==> config.mk <==
export PLATFORM = sky130hd
export DESIGN_NAME = run_control_rv32
export DESIGN_NICKNAME = d
export VERILOG_FILES = /design/src/rtl/run_control_rv32_pkg.sv /design/src/rtl/run_control_rv32_trace.sv /design/src/rtl/run_control_rv32.sv
export SDC_FILE = /design/constraint.sdc
export NUM_CORES = 1
export LEC_CHECK = 0
export CORE_MARGIN = 2
export CORE_UTILIZATION = 40
export CTS_CLUSTER_SIZE = 14
export DETAILED_ROUTE_END_ITERATION = 7
export PLACE_DENSITY = 0.81
export SLEW_MARGIN = 20
export SYNTH_ARGS = -nofsm -noshare
export SYNTH_HDL_FRONTEND = slang
export SYNTH_SLANG_ARGS = --single-unit
==> constraint.sdc <==
create_clock -name clock_i -period 3.25 [get_ports clock_i]
set_clock_uncertainty 0.2 [all_clocks]
set_input_delay 0.65 -clock clock_i [delete_from_list [all_inputs] [get_ports clock_i]]
set_output_delay 0.65 -clock clock_i [all_outputs]
set_load 0.02 [all_outputs]
==> src/rtl/run_control_rv32_pkg.sv <==
// run_control_rv32_pkg: shared types and constants for the rv32 run controller
//   XLEN                : core data/address width
//   EBREAK_INSN         : default halt instruction encoding
//   DEFAULT_TOHOST_ADDR : default store address that ends a run
//   state_e             : run controller FSM states
//   halt_e              : cause of a halt detected in an enabled cycle
package run_control_rv32_pkg;
  localparam int XLEN = 32;
  localparam logic [XLEN-1:0] EBREAK_INSN = 32'h0010_0073;
  localparam logic [XLEN-1:0] DEFAULT_TOHOST_ADDR = 32'h0000_1000;
  typedef enum logic [2:0] {
    ST_IDLE,
    ST_RUN,
    ST_STEP_WAIT,
    ST_STEP_EXEC,
    ST_HALTED
  } state_e;
  typedef enum logic [1:0] {
    HALT_NONE,
    HALT_TOHOST,
    HALT_EBREAK,
    HALT_TIMEOUT
  } halt_e;
  function automatic logic core_enabled(input state_e s);
    return s == ST_RUN || s == ST_STEP_EXEC;
  endfunction
  function automatic logic accepts_start(input state_e s);
    return s == ST_IDLE || s == ST_HALTED;
  endfunction
endpackage

==> src/rtl/run_control_rv32_trace.sv <==
// run_control_rv32_trace: circular buffer of the most recent core PCs
//   clock_i   : clock
//   reset_n_i : synchronous reset, active low (clears pointers and read data)
//   wr_en_i   : push wr_data_i; when full the oldest entry is overwritten
//   wr_data_i : PC to record
//   rd_en_i   : pop the oldest entry; rd_data_o valid after one clock
//   rd_data_o : last popped PC
//   empty_o   : no entries stored
module run_control_rv32_trace
  import run_control_rv32_pkg::*;
#(
  parameter int DEPTH = 16
) (
  input  logic            clock_i,
  input  logic            reset_n_i,
  input  logic            wr_en_i,
  input  logic [XLEN-1:0] wr_data_i,
  input  logic            rd_en_i,
  output logic [XLEN-1:0] rd_data_o,
  output logic            empty_o
);
  localparam int AW = $clog2(DEPTH);
  logic [XLEN-1:0] mem_q [DEPTH];
  logic [AW-1:0] wr_ptr_q, rd_ptr_q;
  logic [AW:0] count_q;
  logic [XLEN-1:0] rd_data_q;
  logic full, pop;
  always_comb begin
    full = count_q == (AW+1)'(DEPTH);
    pop = rd_en_i && count_q != '0;
  end
  always_ff @(posedge clock_i) begin
    if (wr_en_i) mem_q[wr_ptr_q] <= wr_data_i;
  end
  // Writes and pops never coincide in practice; a write takes precedence.
  always_ff @(posedge clock_i) begin
    if (!reset_n_i) begin
      wr_ptr_q <= '0;
      rd_ptr_q <= '0;
      count_q <= '0;
      rd_data_q <= '0;
    end else if (wr_en_i) begin
      wr_ptr_q <= wr_ptr_q + 1'b1;
      rd_ptr_q <= full ? rd_ptr_q + 1'b1 : rd_ptr_q;
      count_q <= full ? count_q : count_q + 1'b1;
    end else if (pop) begin
      rd_data_q <= mem_q[rd_ptr_q];
      rd_ptr_q <= rd_ptr_q + 1'b1;
      count_q <= count_q - 1'b1;
    end
  end
  assign rd_data_o = rd_data_q;
  assign empty_o = count_q == '0;
endmodule

==> src/rtl/run_control_rv32.sv <==
// run_control_rv32: run controller sequencing the rv32i core enable
//   Free-run and single-step modes, cycle/retired counters, halt on EBREAK,
//   TOHOST store or cycle timeout, with pass/fail and exit code reporting.
//   Optional PC trace buffer enabled by defining RUN_CONTROL_TRACE_EN.
//   clock_i/reset_n_i       : clock, synchronous active-low reset
//   start_i                 : pulse, clear status and begin a run (IDLE/HALTED only)
//   step_mode_i, step_i     : single-step mode select and step pulse
//   pc_i, instruction_i     : current core PC and fetched instruction
//   store_valid_i/address/data : core store bus
//   enable_o, running_o     : core enable, run in progress
//   done_o, pass_o, timeout_o, exit_code_o : run result
//   cycle_counter_o, retired_count_o : enabled / retired cycles of this run
//   trace_rd_en_i, trace_rd_data_o, trace_empty_o : PC trace read port
module run_control_rv32
  import run_control_rv32_pkg::*;
#(
  parameter int                CYCLE_WIDTH      = 32,
  parameter int                MAX_CYCLES       = 50,
  parameter logic [XLEN-1:0]   TOHOST_ADDR      = DEFAULT_TOHOST_ADDR,
  parameter logic [XLEN-1:0]   HALT_INSTRUCTION = EBREAK_INSN,
  parameter int                TRACE_DEPTH      = 16
) (
  input  logic                   clock_i,
  input  logic                   reset_n_i,
  input  logic                   start_i,
  input  logic                   step_mode_i,
  input  logic                   step_i,
  input  logic [XLEN-1:0]        pc_i,
  input  logic [XLEN-1:0]        instruction_i,
  input  logic                   store_valid_i,
  input  logic [XLEN-1:0]        store_address_i,
  input  logic [XLEN-1:0]        store_data_i,
  output logic                   enable_o,
  output logic                   running_o,
  output logic                   done_o,
  output logic                   pass_o,
  output logic                   timeout_o,
  output logic [XLEN-1:0]        exit_code_o,
  output logic [CYCLE_WIDTH-1:0] cycle_counter_o,
  output logic [CYCLE_WIDTH-1:0] retired_count_o,
  input  logic                   trace_rd_en_i,
  output logic [XLEN-1:0]        trace_rd_data_o,
  output logic                   trace_empty_o
);
  state_e state_q, state_d;
  halt_e cause;
  logic start_q, enable_q, running_q, done_q, pass_q, timeout_q, clear, timeout_hit;
  logic [XLEN-1:0] exit_code_q;
  logic [CYCLE_WIDTH-1:0] cycle_q, retired_q, cycle_inc, retired_inc;
  // start is registered first, so enable rises two edges after the pulse.
  always_comb begin
    clear = accepts_start(state_q) && start_q;
    timeout_hit = (MAX_CYCLES != 0) && (cycle_q == CYCLE_WIDTH'(MAX_CYCLES - 1));
    cause = !enable_q ? HALT_NONE :
            (store_valid_i && store_address_i == TOHOST_ADDR) ? HALT_TOHOST :
            (instruction_i == HALT_INSTRUCTION) ? HALT_EBREAK :
            timeout_hit ? HALT_TIMEOUT : HALT_NONE;
    cycle_inc = &cycle_q ? cycle_q : cycle_q + 1'b1;
    retired_inc = &retired_q ? retired_q : retired_q + 1'b1;
  end
  always_comb begin
    state_d = state_q;
    case (state_q)
      ST_IDLE, ST_HALTED: state_d = !start_q ? state_q : step_mode_i ? ST_STEP_WAIT : ST_RUN;
      ST_STEP_WAIT: state_d = !step_mode_i ? ST_RUN : step_i ? ST_STEP_EXEC : ST_STEP_WAIT;
      ST_RUN, ST_STEP_EXEC: state_d = cause != HALT_NONE ? ST_HALTED :
                                      (state_q == ST_RUN && !step_mode_i) ? ST_RUN : ST_STEP_WAIT;
      default: state_d = ST_IDLE;
    endcase
  end
  always_ff @(posedge clock_i) begin
    if (!reset_n_i) begin
      state_q <= ST_IDLE;
      start_q <= 1'b0;
      enable_q <= 1'b0;
      running_q <= 1'b0;
      done_q <= 1'b0;
      pass_q <= 1'b0;
      timeout_q <= 1'b0;
      exit_code_q <= '0;
      cycle_q <= '0;
      retired_q <= '0;
    end else begin
      state_q <= state_d;
      start_q <= start_i;
      enable_q <= core_enabled(state_d);
      running_q <= !accepts_start(state_d);
      if (clear) begin
        done_q <= 1'b0;
        pass_q <= 1'b0;
        timeout_q <= 1'b0;
        exit_code_q <= '0;
        cycle_q <= '0;
        retired_q <= '0;
      end else if (enable_q) begin
        cycle_q <= cycle_inc;
        retired_q <= cause == HALT_NONE ? retired_inc : retired_q;
        if (cause != HALT_NONE) begin
          done_q <= 1'b1;
          pass_q <= cause == HALT_TOHOST ? store_data_i == 32'd1 : cause == HALT_EBREAK;
          timeout_q <= cause == HALT_TIMEOUT;
          exit_code_q <= cause == HALT_TOHOST ? store_data_i : '0;
        end
      end
    end
  end
  assign enable_o = enable_q;
  assign running_o = running_q;
  assign done_o = done_q;
  assign pass_o = pass_q;
  assign timeout_o = timeout_q;
  assign exit_code_o = exit_code_q;
  assign cycle_counter_o = cycle_q;
  assign retired_count_o = retired_q;
`ifdef RUN_CONTROL_TRACE_EN
  // Pops are only honoured while the core is stopped.
  run_control_rv32_trace #(.DEPTH(TRACE_DEPTH)) u_trace (
    .clock_i   (clock_i),
    .reset_n_i (reset_n_i),
    .wr_en_i   (enable_q),
    .wr_data_i (pc_i),
    .rd_en_i   (trace_rd_en_i && accepts_start(state_q)),
    .rd_data_o (trace_rd_data_o),
    .empty_o   (trace_empty_o)
  );
`else
  logic unused_trace;
  assign unused_trace = &{1'b0, trace_rd_en_i, pc_i, (TRACE_DEPTH > 0)};
  assign trace_rd_data_o = '0;
  assign trace_empty_o = 1'b1;
`endif
endmodule

==> reports/metrics.csv <==
metric,value,unit
Die H,118,um
area growth from synthesis to layout,47.9,%
CTS tree,yes,
root buf cell,clkbuf_16,
Mapped Avg Cell Area,8.19,um2
Ant. Diodes,0,
pre-CTS setup slack,-0.247,ns
Nets,976,
Clock power frac,0.414,
Global Route Usage Sum,0.218,
Lkg Pwr,2.62,nW
row count,41,
worst skew pair latency,0.35,ns
final setup fails,0,
CP endpoint kind,register,
first-pass GRT wire length,24.5,mm
mux cell area share after synthesis,0.00193,
drt initial violations,330,
number of CTS-inserted buffers,9,
Die X,118,um
Psw,0.597,mW
Post-Synth Simple-Gate Area,0.339,
crit path cell chain,clkdlybuf4s50_1 -> nor4_1 -> buf_4 -> nand4_1 -> nor4_4 -> buf_4 -> nor4_4 -> nand2_2 -> or4_1 -> a21oi_1,
number of global-route vias before repair,4933,
drt first pass iters,4,
fin. max-slew vios,0,
Final ANT Viol Nets,0,
synth warn,0,
fin crit period,3.12,ns
Seq pwr share,0.488,
H-tree level count,3,
CTS sink cnt,105,
Worst EP arrival,3.20,ns
initial antenna violation count,0,
"Buf+Inv Stages, Crit Path",3,
Post-synth top flop,dfxtp_1,
setup TNS,0,ns
worst setup margin,0.127,ns
Hold Worst Slack,0.249,ns
RSZ-0062 raised after global routing,false,
adder-cell area share of the yosys netlist,0.00724,
Synth Cell Area,5180,um2
WL final,15.0,mm
Die ar.,13900,um2
CP max FO,9,
largest family of logic cells by synthesized area,simple AND/OR/NAND/NOR gates,
Via density,5.13,
P_int,2.06,mW
CP Data Required Time,3.33,ns
"commonest cells after routing, fill and taps aside","clkdlybuf4s50_1 (202), dfxtp_1 (105), nand2_1 (102)",
Worst Hold Class,reg2reg,
critical path type,in2reg,
relative slew slack,0.475,
hpwl dp,11.6,mm
"Seq/Total Area, Yosys",0.406,
"Reg clk slew, reported paths",0.07,ns
Routed WL per cell,14.8,um
Least-Margin Pin Slew,0.785,ns
largest net degree at the start of global routing,40,
max incr delay on CP,0.53,ns
crit-path leading delay family,simple AND/OR/NAND/NOR gates,
Mapped Cells,633,
via count,5202,
grt ovf,0,
core footprint,12600,um2
I/O pins,269,
Max Cap Viol,0,
fin crit share,0.961,
final core occ,0.607,
gpl congestion,0.837,
Residual DRC,0,
Final Hold Fails,0,
pwr/cell area,347,nW/um2
layout cells sized above 1,0.0629,
Final Total Pwr,2.66,mW
number of synthesized flops with an enable pin,0,
switch share,0.225,
"most common cell after layout, fill and taps aside",clkdlybuf4s50_1,
Setup crit start kind,input port,
Resized Gates After CTS,0,
Slowest cell on crit path,clkdlybuf4s50_1,
Synth Area in Compound Gates,0.0896,
starting density of the core,0.411,
status,"complete, no violations",
fmax,0.320,GHz
I/O Buffers,202,
CTS max path bufs,2,
count of different cell masters after synthesis,57,
Synth async-reset ratio,0,
fillers,1116,
Synth Area in XOR/XNOR,0.0794,
Comb power frac,0.098,
Synth Register Bits,105,
worst vdd ir,0.190,mV
[cell type report]
cell class	count	area [um2]	share of cell area
clock buffers	12	256	0.0335
repair buffers	219	2200	0.287
well taps	172	215	0.0281
multi-input cells	497	2830	0.369
clock inverters	3	40.0	0.00523
flip-flops and latches	105	2100	0.274
inverters	6	22.5	0.00294
[per-layer routing]
metal	wire, um	global-route usage
met1	6220	0.264
met2	7230	0.363
met3	1110	0.0601
met4	436	0.0956
met5	0	0
[power groups by stage]
| stage | logic, mW | clock network (mW) | registers (mW) |
|---|---|---|---|
| after CTS | 0.260 | 1.12 | 1.30 |
| after detailed placement | 0.259 | 0 | 1.33 |
| after global placement | 0.256 | 0 | 1.33 |
| after floorplan | 0.126 | 0 | 1.33 |
| final | 0.260 | 1.10 | 1.30 |
| after global routing | 0.279 | 1.18 | 1.30 |
[path summary, 6_finish.rpt]
path	slack [ns]	from	endpoint	cells past startpoint
max	0.13	store_address_i[2]	retired_count_o[28]$_SDFFE_PP0P_	10
min	0.25	exit_code_o[28]$_SDFFE_PP0P_	exit_code_o[28]$_SDFFE_PP0P_	2
max reg2reg	0.55	cycle_counter_o[1]$_SDFFE_PP0P_	retired_count_o[28]$_SDFFE_PP0P_	9
min reg2reg	0.25	exit_code_o[28]$_SDFFE_PP0P_	exit_code_o[28]$_SDFFE_PP0P_	2
[registers in the layout (all words and copies together), names as in the netlist]
signal and count:
start_q 1, pass_o 1, retired_count_o 32, enable_o 1, state_q 3, cycle_counter_o 32
exit_code_o 32, timeout_o 1, done_o 1, running_o 1
[metrics by stage]
step,std cells,area (um2)
floorplan,664,5300
global placement,998,7350
detailed placement,998,7360
CTS,1013,7650
global route,1014,7660
finish,1014,7660
[Yosys cell counts, types with 2 or more instances]
cell / n / area share
or3_1: 7 / 0.0085
xnor2_1: 9 / 0.015
nor3_2: 3 / 0.0058
nand4b_1: 2 / 0.0034
nor4_1: 24 / 0.029
nand2_1: 103 / 0.075
o21a_1: 2 / 0.0029
dfxtp_1: 105 / 0.41
and3_1: 12 / 0.014
or4_1: 4 / 0.0058
ha_1: 3 / 0.0072
nand2b_1: 2 / 0.0024
xor2_1: 38 / 0.064
a21oi_1: 49 / 0.047
o21ai_0: 12 / 0.012
o31a_1: 2 / 0.0034
nand3_1: 27 / 0.026
inv_1: 6 / 0.0043
or2b_2: 2 / 0.0034
nor4b_1: 6 / 0.010
or2_2: 2 / 0.0024
nor4_4: 2 / 0.0082
nor3_1: 8 / 0.0077
nand4_1: 28 / 0.034
conb_1: 2 / 0.0014
nor2_1: 70 / 0.051
o31ai_1: 5 / 0.0072
nor4bb_1: 3 / 0.0058
and4_1: 8 / 0.014
buf_4: 33 / 0.048
and4_2: 2 / 0.0039
buf_2: 6 / 0.0058
a21o_1: 2 / 0.0029
clkbuf_8: 2 / 0.0053
clkbuf_1: 14 / 0.010
and2_1: 6 / 0.0072
nor3b_1: 2 / 0.0029
[worst reg2reg max path, stage by stage, from the launching register on]
cell,delay [ns]
dfxtp_1,0.42
inv_1,0.07
ha_1,0.20
nor4b_1,0.15
nand4_1,0.12
nor3_2,0.13
nor4_4,0.46
nand2_2,0.22
or4_1,0.51
a21oi_1,0.15
[timing repair]
action,in CTS,in global routing
setup endpoints to repair,0,3
buffers inserted,0,1
hold buffers,0,0
[cell families after synthesis]
group	count (synthesis)
and+or+nand+nor	332
other	2
buffers and inverters	62
muxes	1
AOI/OAI and AO/OA	81
xor gates and xnor gates	47
DFF	105
adders and majority gates	3
Power figures use the tool's default switching activity.
